### src/rtl/full_adder.sv
// One-bit full adder with a gate-level combinational path, a registered copy of
// the result and a saturating counter of valid operations that produced a carry.
module full_adder #(
  parameter int CNT_W = 8
) (
  input  logic             clk,
  input  logic             rst_n,
  input  logic             a,
  input  logic             b,
  input  logic             c,
  input  logic             in_valid,
  output logic             s,
  output logic             cout,
  output logic             s_q,
  output logic             cout_q,
  output logic             out_valid,
  output logic [CNT_W-1:0] cnt,
  output logic             cnt_sat
);

  wire ab_x;
  wire sum_w;
  wire ab_and;
  wire bc_and;
  wire ac_and;
  wire carry_w;

  // Gate primitives keep X/Z propagation faithful so ripple chains behave like real gates.
  xor u_xor_ab  (ab_x, a, b);
  xor u_xor_sum (sum_w, ab_x, c);
  and u_and_ab  (ab_and, a, b);
  and u_and_bc  (bc_and, b, c);
  and u_and_ac  (ac_and, a, c);
  or  u_or_cout (carry_w, ab_and, bc_and, ac_and);

  assign s    = sum_w;
  assign cout = carry_w;

  assign cnt_sat = &cnt;

  always_ff @(posedge clk or negedge rst_n) begin
    if (!rst_n) begin
      s_q       <= 1'b0;
      cout_q    <= 1'b0;
      out_valid <= 1'b0;
      cnt       <= '0;
    end else begin
      out_valid <= in_valid;
      if (in_valid) begin
        s_q    <= sum_w;
        cout_q <= carry_w;
      end
      // Counter stops at all-ones rather than wrapping.
      if (in_valid && carry_w && !cnt_sat) begin
        cnt <= cnt + CNT_W'(1);
      end
    end
  end

endmodule

### config.mk
export PLATFORM = sky130hd
export DESIGN_NAME = full_adder
export DESIGN_NICKNAME = d
export VERILOG_FILES = /design/src/rtl/full_adder.sv
export SDC_FILE = /design/constraint.sdc
export NUM_CORES = 1
export LEC_CHECK = 0
export CORE_UTILIZATION = 37
export CTS_CLUSTER_SIZE = 40
export DETAILED_ROUTE_END_ITERATION = 12
export GPL_ROUTABILITY_DRIVEN = 1
export PLACE_DENSITY = 0.72
export SLEW_MARGIN = 15
export SYNTH_ARGS = -nofsm -noshare
export SYNTH_HDL_FRONTEND = slang
export SYNTH_SLANG_ARGS = --single-unit
### constraint.sdc
create_clock -name clk -period 1.45 [get_ports clk]
set_input_delay 0.2175 -clock clk [delete_from_list [all_inputs] [get_ports clk]]
set_output_delay 0.2175 -clock clk [all_outputs]
set_load 0.02 [all_outputs]
==> results.md <==
* Clock skew at about 0.0077 ns
* Synthesized-area fraction occupied by adder cells at 0.05882
* Yosys warnings at 0
* Xor/xnor share of the synthesized area at 0.07919
* Max stage delay cell, worst path: clkdlybuf4s50_1
* Syn avg cell area at 13.17 um2
* Antenna Nets Post-Route at 0
* Initial antenna violation count at 0
* Syn Std Cell Area at 553.0 um2
* Arrival time at the worst endpoint at 1.20 ns
* RD Place Congestion at between 0.7 and 0.8
* CTS tree: done
* CP delay by family, top: buffers and inverters
* Area growth from synthesis to final layout at 67.19%
* Leak Pwr at between 0.0004 and 0.0005 uW
* Number of placement rows at 13
* Slew margin rel. at 0.6502
* Max Fclk at ~710 MHz
* Max clock buf depth at 2
* Fin. max-slew vios at 0
* Post-Place Cells at just over 90
* Outcome: completed
* Initial Util at 0.4096
* Final Hold Viols at 0
* Port Buffers at 19
* Synth Instances at 42
* CP Class: flip-flop to output pin
* CTS buffer count at 3
* VDD IR max at about 0.0011 V
* Slew at the pin with the worst max-slew slack at 0.5230 ns
* Most frequent cells in the layout: buf_4, dlygate4sd2_1, dfrtp_1
* Main combinational cell family by area after synthesis: simple AND/OR/NAND/NOR gates
* Setup_tns at 0 ns
* Ordered cell list for the critical path: clkdlybuf4s50_1
* Die Y at 40.66 um
* Hold WC Path Type: input pin to asynchronous set/reset pin
* Post-route clock period utilization at 0.9771
* Worst endpoint required time at 1.23 ns
* Final WL at approximately 1.4 mm
* Post-route DRC at 0
* Post-layout min period at approximately 1.4 ns
* Clock-pin slew on the worst setup and hold paths at ~0.080 ns
* Slowest cell delay on critical path at ~0.6 ns
* Drt via density at roughly 5
* Fin nets at between 80 and 90
* Post-DR wirelength/cell at between 10 and 15 um
* Reg2reg path depth at 4
* Hold Buf Count CTS at 0
* First-pass GRT wire length at roughly 2.1 mm
* Chip width at ~41 um
* Bufs and invs on worst path at 1
* Worst setup EP type: output pin
* Die ar. at around 0.0017 mm2
* Mapped Nets at 50
* Final cell count without fillers at 95
* 1st-pass router iterations at 2
* GR Util All Layers at 0.2076
* Synth async-reset ratio at 1.000
* Via Count at between 400 and 500
* Synth Area in Compound Gates at 0.1222
* Top-level I/O count at 20
* Post-synth EDFFs at 0
* RSZ-0062 raised after global routing: no
* Vias in the first global route at ~470
* Largest net degree at the start of global routing at 12
* H-tree depth at 1
* Maximum fanout along the worst path at 1
* Netlist cell types at 25
* Final core occ at 0.6849
* Antenna cells at 0
* Max-cap violations at 0
* Critical Path Start Type: flip-flop
* Sequential fraction of the synthesis area at 0.4977
* Post-Synth Simple-Gate Area at 0.1742
* Final setup fails at 0
* Top FF cell, synth: dfrtp_1
* Clock Root Buffer: clkbuf_4
* Layout cells sized above 1 at 0.4500
* Synth Register Bits at 11
* PwrDens at about 1600 mW/mm2
* Commonest non-fill, non-tap cell in the layout: buf_4
* Hold Worst Slack at around 0.29 ns
* DPL Wire Length at between 1 and 1.5 mm
* CP Depth at 1
* Proportion of synthesized area in mux cells at 0.06109
* Core Footprint at 0.001350 mm2
* Clock Sinks at 11
* DRT iter0 DRCs at 3
* Gr ovfl total at 0
* Clock Latency Late Sink at 0.27 ns
==> cell usage after synthesis (2+ instances only) <==
cell,count,area (um2)
dfrtp_1,11,275.3
mux2_2,3,33.78
nand3_1,2,10.01
nand2_1,2,7.510
xnor2_1,2,17.52
xor2_1,3,26.28
==> report_power, final <==
| group | total [uW] | internal (uW) | leakage (uW) | switching, uW |
|---|---|---|---|---|
| Sequential | 483 | 412 | 0.000132 | 71.1 |
| Clock | 211 | 106 | 0.0000150 | 105 |
| Combinational | 791 | 388 | 0.000295 | 403 |
| Total | 1490 | 906 | 0.000442 | 579 |
==> timing repair <==
action / CTS / global route
pin swaps: 6 / 0
gates resized for setup: 30 / 1
setup buffers: 1 / 0
setup endpoints to repair: 16 / 1
==> stage by stage <==
stage | setup WS, ns | area [um2] | power (uW)
after global routing | 0.01261 | 924.6 | 1574
after floorplan | 0.002743 | 570.5 | 874.4
after detailed placement | -0.6195 | 904.6 | 1329
after global placement | -0.5923 | 904.6 | 1314
final | 0.03316 | 924.6 | 1485
after CTS | 0.008587 | 922.1 | 1488
==> routing by layer <==
metal  vias to the layer above  part of all wire  global-route usage
li1                        238                 -                   -
met1                       235              0.42              0.2363
met2                        12              0.53              0.3849
met3                         4             0.037             0.03261
met4                         0             0.013             0.07500
met5                         -                 0                   0
==> flip-flops by register name, summed over array words and instances (netlist names) <==
name       count
out_valid      1
s_q            1
cnt            8
cout_q         1
==> worst paths after layout <==
kind                            startpoint        end  slack (ns)
worst min-delay path                 rst_n  out_valid        0.29
worst max register to register      cnt[5]     cnt[1]        0.05
worst min register to register         s_q        s_q        0.53
min in group clk                       s_q        s_q        0.53
worst max-delay path             out_valid  out_valid        0.03
max in group asynchronous            rst_n     cnt[1]        0.77
==> area by class of cell <==
class	count	area, um2
fillers	112	425.4
multi-input cells	30	301.5
repair buffers	34	296.5
flip-flops and latches	11	277.8
clock buffers	4	26.28
well taps	15	18.77
inverters	1	3.754
==> cell families (layout without fill, tap and decap cells) <==
| group | count (synthesis) | after routing |
|---|---|---|
| buf+inv | 1 | 39 |
| compound gates | 7 | 7 |
| fa+ha+maj | 2 | 2 |
| simple gates | 13 | 13 |
| xor+xnor | 5 | 5 |
| mux | 3 | 3 |
| flops | 11 | 11 |
Power figures use the tool's default switching activity.
